--- src/rtl/tft_pkg.sv ---
`default_nettype none
// ============================================================================
// Module  : tft_pkg
// Brief   : Shared types and constants for the TFT transmitter arbiter and
//           the drawing blocks that share the transmitter.
// Revision: 1.0 - initial release
// ============================================================================
package tft_pkg;

  // Arbiter states, explicitly encoded
  typedef enum logic [1:0] {
    ST_IDLE  = 2'd0,
    ST_GRANT = 2'd1,
    ST_DRAIN = 2'd2
  } tft_state_e;

  // TFT window / memory-write commands used by the drawers
  localparam logic [7:0] CMD_CASET = 8'h2A;
  localparam logic [7:0] CMD_PASET = 8'h2B;
  localparam logic [7:0] CMD_RAMWR = 8'h2C;

  // Index width for n requesters; never narrower than one bit
  function automatic int idx_width(input int n);
    return (n > 1) ? $clog2(n) : 1;
  endfunction

endpackage
`default_nettype wire

--- src/rtl/tft_arbiter_rr_picker.sv ---
`default_nettype none
// ============================================================================
// Module  : rr_picker
// Brief   : Combinational rotate-priority encoder. Picks the first set
//           request bit after `last`, wrapping modulo N.
// Revision: 1.0 - initial release
// ============================================================================
module rr_picker
  import tft_pkg::*;
#(
  parameter int N = 4,
  localparam int W = idx_width(N)
) (
  input  logic [N-1:0] req,
  input  logic [W-1:0] last,
  output logic [W-1:0] sel,
  output logic         valid
);

  int w_best;

  // Choose the requester with the smallest rotated distance from last+1
  always_comb begin
    sel    = '0;
    valid  = 1'b0;
    w_best = N;
    for (int i = 0; i < N; i++) begin
      if (req[i] && (((i - int'(last) - 1 + 2 * N) % N) < w_best)) begin
        w_best = (i - int'(last) - 1 + 2 * N) % N;
        sel    = W'(i);
        valid  = 1'b1;
      end
    end
  end

endmodule
`default_nettype wire

--- src/rtl/tft_arbiter.sv ---
`default_nettype none
// ============================================================================
// Module  : tft_arbiter
// Brief   : Round-robin, whole-transaction arbiter sharing one TFT byte
//           transmitter among N drawers, with an idle watchdog that revokes
//           stalled owners.
// Revision: 1.0 - initial release
// ============================================================================
module tft_arbiter
  import tft_pkg::*;
#(
  parameter int N       = 4,
  parameter int TIMEOUT = 1024,
  localparam int W      = idx_width(N)
) (
  input  logic           clk,
  input  logic           rst,
  input  logic [N-1:0]   req,
  output logic [N-1:0]   grant,
  input  logic [N-1:0]   req_transmit,
  input  logic [N-1:0]   req_dc,
  input  logic [8*N-1:0] req_data,
  output logic [N-1:0]   req_tft_busy,
  input  logic           tft_busy,
  output logic           tft_transmit,
  output logic           tft_dc,
  output logic [7:0]     tft_data,
  output logic [W-1:0]   owner,
  output logic           active,
  output logic           timeout_flag
);

  localparam logic [15:0] c_TIMEOUT = 16'(TIMEOUT);

  tft_state_e   r_state;
  logic [15:0]  r_wd;
  logic [W-1:0] w_sel;
  logic         w_valid;
  logic         w_activity;
  logic         w_expire;

  rr_picker #(.N(N)) u_picker (
    .req   (req),
    .last  (owner),
    .sel   (w_sel),
    .valid (w_valid)
  );

  // Grant is zero outside GRANT, so gating by it also blanks DRAIN and reset
  assign tft_transmit = |(grant & req_transmit);
  assign tft_dc       = |(grant & req_dc);

  // Byte mux: only the granted lane can contribute
  always_comb begin
    tft_data = '0;
    for (int i = 0; i < N; i++) begin
      if (grant[i]) tft_data = tft_data | req_data[8*i +: 8];
    end
  end

  // Non-owners always see a busy transmitter so they simply wait
  for (genvar i = 0; i < N; i++) begin : g_busy
    assign req_tft_busy[i] = grant[i] ? tft_busy : 1'b1;
  end

  // A strobe or a busy transmitter counts as progress for the watchdog
  assign w_activity = tft_transmit | tft_busy;
  assign w_expire   = (TIMEOUT != 0) && (r_state == ST_GRANT) && !w_activity
                      && ((r_wd + 16'd1) == c_TIMEOUT);

  // Arbitration FSM with registered grant/owner/active/timeout outputs
  always_ff @(posedge clk or negedge rst) begin
    if (!rst) begin
      r_state      <= ST_IDLE;
      grant        <= '0;
      owner        <= W'(N - 1);
      active       <= 1'b0;
      timeout_flag <= 1'b0;
      r_wd         <= '0;
    end else begin
      timeout_flag <= 1'b0;
      case (r_state)
        ST_IDLE: begin
          if (w_valid) begin
            grant   <= N'(1) << w_sel;
            owner   <= w_sel;
            active  <= 1'b1;
            r_wd    <= '0;
            r_state <= ST_GRANT;
          end
        end
        ST_GRANT: begin
          if (!req[owner] || w_expire) begin
            grant        <= '0;
            active       <= 1'b0;
            timeout_flag <= w_expire;
            r_state      <= ST_DRAIN;
          end else if (w_activity) begin
            r_wd <= '0;
          end else begin
            r_wd <= r_wd + 16'd1;
          end
        end
        ST_DRAIN: begin
          // Never hand over while a byte is still in flight
          if (!tft_busy) r_state <= ST_IDLE;
        end
        default: r_state <= ST_IDLE;
      endcase
    end
  end

endmodule
`default_nettype wire

--- config.mk ---
export PLATFORM = sky130hd
export DESIGN_NAME = tft_arbiter
export DESIGN_NICKNAME = d
export VERILOG_FILES = /design/src/rtl/tft_pkg.sv /design/src/rtl/tft_arbiter_rr_picker.sv /design/src/rtl/tft_arbiter.sv
export SDC_FILE = /design/constraint.sdc
export NUM_CORES = 1
export LEC_CHECK = 0
export BUFFER_PORTS_ARGS = -buffer_cell sky130_fd_sc_hd__buf_2
export CORE_ASPECT_RATIO = 1.1
export CORE_MARGIN = 2
export CORE_UTILIZATION = 56
export CTS_CLUSTER_DIAMETER = 30
export DETAILED_ROUTE_END_ITERATION = 6
export PLACE_DENSITY = 0.86
export SYNTH_ARGS = -nofsm -noshare
export SYNTH_HDL_FRONTEND = slang
export SYNTH_SLANG_ARGS = --single-unit
--- constraint.sdc ---
create_clock -name clk -period 8.7 [get_ports clk]
set_input_delay 0.87 -clock clk [delete_from_list [all_inputs] [get_ports clk]]
set_output_delay 0.87 -clock clk [all_outputs]
set_load 0.005 [all_outputs]
## Word level (Yosys, flattened, before mapping)

Index checks and enable logic that the tools add are counted.

| word-level totals | value |
|---|---|
| flip-flop bits (word level) | 26 |
| latch bits | 0 |
| RAM bits | 0 |
| bits in read-only memories | 0 |
| input port bits | 47 |
| word-level logic and storage cells | 99 |
| memories kept | 0 |

| operators by class | value |
|---|---|
| add/subtract/negate cells | 13 |
| $mul | 0 |
| div/mod/pow operators | 0 |
| magnitude comparators | 5 |
| equality and inequality tests | 7 |
| shift operators | 1 |
| muxes and demuxes | 36 |
| bitwise logic cells | 10 |
| reduce and logical (&&, ||, !) cells | 21 |

Operators with widths:

| operator | count |
|---|---|
| 32-bit by 5-bit adder with 32-bit output (second input constant) | 4 |
| 3-bit by 32-bit < comparator with 1-bit output | 3 |
| 32-bit 2-to-1 mux | 3 |
| 32-bit by 2-bit subtractor with 32-bit output (second input constant) | 3 |
| 16-bit 2-to-1 mux | 3 |
| 8-bit 2-to-1 mux | 4 |
| 16-bit case mux with 2 select lines | 1 |
| 8-bit bitwise OR | 3 |
| 16-bit by 1-bit adder with 16-bit output (second input constant) | 1 |
| 16-bit by 11-bit == test with 1-bit output (second input constant) | 1 |
| 1-bit 2-to-1 mux | 14 |
| 2-bit 2-to-1 mux | 5 |
| 3-bit AND reduction | 3 |
| 4-bit AND | 2 |
| 4-bit 2-to-1 mux | 2 |
| 4-bit case mux with 2 select lines | 1 |
| 2-bit OR reduction | 4 |
| 4-bit OR reduction | 2 |
| 1-bit logical AND | 6 |
| 2-bit case mux with 3 select lines | 1 |
| 1-bit by 2-bit subtractor with 3-bit output (first input constant) | 2 |
| 2-bit by 2-bit subtractor with 3-bit output (first input constant) | 2 |
| 1-bit AND | 4 |
| 3-bit by 4-bit < comparator with 1-bit output (second input constant) | 1 |
| 15 further kinds | 18 |

## Depth between registers and ports, before layout

| depth | value |
|---|---|
| depth in word-level cells | 20 |
| mapped depth | 18 |
| gate-level depth less buffers | 18 |

## Hierarchy

Synthesis repeated with hierarchy kept, for this count alone.

| unflattened totals | value |
|---|---|
| cells, all modules | 255 |
| area total of the unflattened synthesis | 2089.5 um^2 |

By module, submodules not included:

| module | times used | cells each | area each (um^2) |
|---|---|---|---|
| tft_arbiter | 1 | 220 | 1825.5 |
| rr_picker | 1 | 35 | 264.0 |

## Worst setup path before layout

OpenSTA, ideal clock, no wires.

| timing path | value |
|---|---|
| kind | flip-flop to flip-flop |
| start | register owner[0] |
| end | register owner[0] |
| arrival time | 4.211 ns |
| data required time | 8.618 ns |
| slack | 4.407 ns |
| cell stages (with the launch flop) | 18 |
| buffers on the path | 0 |
| period minus slack after synthesis | 4.293 ns |
| cells stage by stage | dfstp_2 > inv_1 > ha_1 > o211ai_1 > nand2_1 > and3_1 > a21oi_1 > ha_1 > a21boi_0 > a311o_1 > a31oi_1 > mux2_2 > ha_1 > a21oi_1 > a2bb2oi_1 > a21boi_0 > a311o_1 > a22oi_1 |

| between the ends | value |
|---|---|
| cells in the longest elaborated chain, start to end | 18 |
| elaborated cells between the ends (all ways) | 39 |
| those cells by class | 12 x add/sub; 4 x order compare; 10 x mux; 4 x bitwise; 9 x reduce/logical |

RTL lines:

| what | line | source |
|---|---|---|
| start, declared | tft_arbiter.sv:28 | `output logic [W-1:0] owner,` |
| start signal, assigned | tft_arbiter.sv:76 | `owner <= W'(N - 1);` |
| start signal, assigned | tft_arbiter.sv:86 | `owner <= w_sel;` |
| 1-bit by 2-bit subtractor with 3-bit output | tft_arbiter_rr_picker.sv:28, tft_arbiter_rr_picker.sv:29 |  |
| 3-bit by 2-bit subtractor with 4-bit output | tft_arbiter_rr_picker.sv:28, tft_arbiter_rr_picker.sv:29 |  |
| 32-bit by 5-bit adder with 32-bit output | tft_arbiter_rr_picker.sv:28, tft_arbiter_rr_picker.sv:29 |  |
| 2-bit OR reduction (no line) | - |  |
| 1-bit AND (no line) | - |  |
| 3-bit by 4-bit < comparator with 1-bit output | tft_arbiter_rr_picker.sv:28 | `if (req[i] && (((i - int'(last) - 1 + 2 * N) % N) < w_best)) begin` |
| 1-bit logical AND | tft_arbiter_rr_picker.sv:28 |  |
| 32-bit 2-to-1 mux | tft_arbiter_rr_picker.sv:28 |  |
| [... 2 more ...] | - |  |
| 32-bit 2-to-1 mux | tft_arbiter_rr_picker.sv:28 |  |
| 3-bit by 32-bit < comparator with 1-bit output | tft_arbiter_rr_picker.sv:28 |  |
| 1-bit logical AND | tft_arbiter_rr_picker.sv:28 |  |
| 32-bit 2-to-1 mux | tft_arbiter_rr_picker.sv:28 |  |
| 3-bit by 32-bit < comparator with 1-bit output | tft_arbiter_rr_picker.sv:28 |  |
| 1-bit logical AND | tft_arbiter_rr_picker.sv:28 |  |
| 1-bit 2-to-1 mux | tft_arbiter_rr_picker.sv:28 |  |
| 2-bit AND reduction (no line) | - |  |

Several ways; a longest one is shown, not always the timed one.
A chain may end at the register's enable or synchronous reset.

## Worst setup path in the final report

Same ends and word-level chain as after synthesis.

==> flow_summary.toml <==
[global_routing]
grt_pass1_wl_um = 10400
grt_pass1_vias = 2282
track_usage_pct = 28.1
antenna_found_initial = 0
grt-ovfl-total = 0
grt_max_degree = 27

[power_and_ir_drop]
power.share.switching_pct = 46.3
pwr-share-comb_pct = 61.1
intPower_uw = 378
clockPowerShare_pct = 11.4
power_switching_uw = 325
total_power_uw = 703
vdd_ir_drop_max_mv = 0.278
seqPwrFrac_pct = 27.5
p_leak_nw = 1.20
p_per_area_nw_per_um2 = 262

[worst_setup_path]
cp_cell_sequence = "inv_1 > ha_1 > o211ai_1 > nand2_1 > and3_1 > a21oi_1 > ha_1 > a21boi_0 > a311o_1 > a31oi_1 > mux2_2 > ha_1 > a21oi_1 > a2bb2oi_1 > a21boi_0 > a311o_1 > a22oi_1"
worstPathRequired_ns = 8.90
cp_max_fo = 11
max_stage_delay_ns = 0.67
ff2ff_path_depth = 17
crit_type = "register to register"
slowest_stage = "dfstp_2"
cpMostUsedCell = "ha_1"
critPathLaunchType = "register"
crit_path_end_kind = "register"
critPathArrivalTime_ns = 4.96

[sta]
maxSlewHeadroom_pct = 52.2
finalMaxSlewViolations = 0
hold_viol_final = 0
finalCritPeriodShare_pct = 54.8
setup-tns-final_ns = 0
setup_viol = 0
max_freq_mhz = 210
worst_pin_slew_ns = 0.711
min_period_ns = 4.76
fin_ws_ns = 3.94
finalClockSkew_ns = 0.00435
rsz0062_at_grt = "false"

[final_layout]
final_cells = 383
finalNetCount = 389
fillers = 338
area_growth_syn_to_layout_pct = 17.9
drive_gt1_share_pct = 26.9
diodes = 0

[detailed_routing]
drc = 0
avgViaCountPerCell = 6.31
drtAntennaViolNets = 0
drt-total-wl_um = 6450
routedWlPerCell_um = 16.8
drt-pass1-iter-count = 4
drt_iter0_drc = 187
vias = 2416

[clocking]
path_clk_slew_ns = 0.09
postCtsResizedCells = 0
holdBufCountCts = 0
cts_tree = "done"
clock_path_buffers = 2
root_buffer = "clkbuf_8"
cts_inserted_buffers = 3
cts_setup_buffers = 0
insertion_delay_ns = 0.27
cts_sinks = 26
htreeDepth = 1

[placement]
place_hpwl_um = 4830
gp_congestion = 0.947
post-place-ws_ns = 3.99
port_buffers = 68
numPlacedInstances = 379

[yosys]
postSynthAreaPerCell_um2 = 8.33
seq_area_frac_synth_pct = 28.7
ys.flop_type = "dfrtp_1"
ys_seq_elements = 26
syn_inst = 273
synth_edf_count = 0
yosysWarnings = 0
syn-num-nets = 330
synthArstFlopShare_pct = 100
syn_area_um2 = 2270
ys_types = 57

[job]
maxCapViolCount = 0

[worst_hold_path]
whs_path_depth = 1
min_path_type = "register to register"

[die]
num_rows = 24
chipHeight_um = 70.8
ioPinCount = 69
start_util_pct = 57.8
core_area_um2 = 3930
die_w_um = 64.8
dieArea_um2 = 4590

[run_status]
status = "complete, no violations"
state kept, by name, summed over array words and instances (netlist names):
name          cells
r_state           2
owner             2
timeout_flag      1
r_wd             16
grant             4
active            1
final timing paths:
kind                              end  slack (ns)        from
max in group asynchronous      active        7.72         rst
min in group asynchronous     r_wd[4]        0.59         rst
setup / recovery             owner[0]        3.94    owner[0]
setup reg to reg             owner[0]        3.94    owner[0]
hold reg to reg            r_state[1]        0.58  r_state[0]
hold / removal             r_state[1]        0.58  r_state[0]
stage by stage:
stage / hold slack [ns] / area, µm² / utilization [%]
after floorplan: 0.516 / 2270 / -
after global placement: 0.550 / 2630 / 66.8
after detailed placement: 0.562 / 2630 / 66.8
after CTS: 0.579 / 2680 / 68.2
after global routing: 0.607 / 2680 / 68.2
final: 0.578 / 2680 / 68.2
cells by family (layout without fill, tap and decap cells):
group | count (synthesis) | in the layout | synth area share (%)
xor+xnor | 4 | 4 | 1.54
compound gates | 89 | 89 | 28.6
buf+inv | 23 | 81 | 4.29
mux | 6 | 6 | 3.36
fa+ha+maj | 10 | 10 | 5.50
flops | 26 | 26 | 28.7
simple gates | 115 | 115 | 28.0
power by group through the flow:
stage | logic (mW) | registers, mW | clock network (mW)
after floorplan | 0.311 | 0.173 | 0
after global placement | 0.408 | 0.192 | 0
after detailed placement | 0.424 | 0.194 | 0
after CTS | 0.427 | 0.192 | 0.0823
after global routing | 0.482 | 0.198 | 0.0865
final | 0.430 | 0.193 | 0.0802
cell usage after synthesis (all sizes together) (7+ instances only):
cell type	instances	area share (%)
dfrtp	24	26
nand2	35	5.8
o21ai	14	3.1
nor2	17	2.8
nand3	10	2.2
buf	7	1.7
or4	7	2.3
ha	10	5.5
nand2b	10	2.8
clkbuf	10	1.7
a22oi	21	6.9
worst max-delay path: cells and delay by family, from the launching register on:
| family | cells | cell delay, ns |
|---|---|---|
| AO/OA/AOI/OAI | 10 | 2.29 |
| adder cells (fa/ha/maj) | 3 | 0.92 |
| buffers and inverters | 1 | 0.10 |
| flip-flops | 1 | 0.67 |
| multiplexers | 1 | 0.39 |
| AND/OR/NAND/NOR | 2 | 0.32 |
placed cells by master (no fill, tap or decap), types with 5 or more instances in the layout:
cell,n
a21oi_1,6
a22oi_1,21
a31oi_1,6
buf_2,68
dfrtp_1,24
ha_1,10
inv_1,6
nand2_1,35
nand2b_1,10
nand3_1,10
nor2_1,17
nor3_1,6
nor4_1,5
o211ai_1,5
o21ai_0,14
or4_1,7
final cells by class:
cell class / count / area (µm²) / share of cell area, %
repair buffers: 71 / 363 / 13.5
multi-input cells: 224 / 1520 / 56.8
flip-flops and latches: 26 / 653 / 24.4
inverters: 6 / 22.5 / 0.840
clock buffers: 4 / 55.1 / 2.05
well taps: 52 / 65.1 / 2.43
metal layers:
metal  wire [µm]  global-route usage [%]  vias to the layer above
met5           0                       0                        -
met1        2720                    36.4                     1166
li1            -                       -                     1173
met3         246                    3.82                       15
met4         134                    11.3                        0
met2        3350                    47.1                       62
No activity file was read; power rests on OpenSTA's default activity.
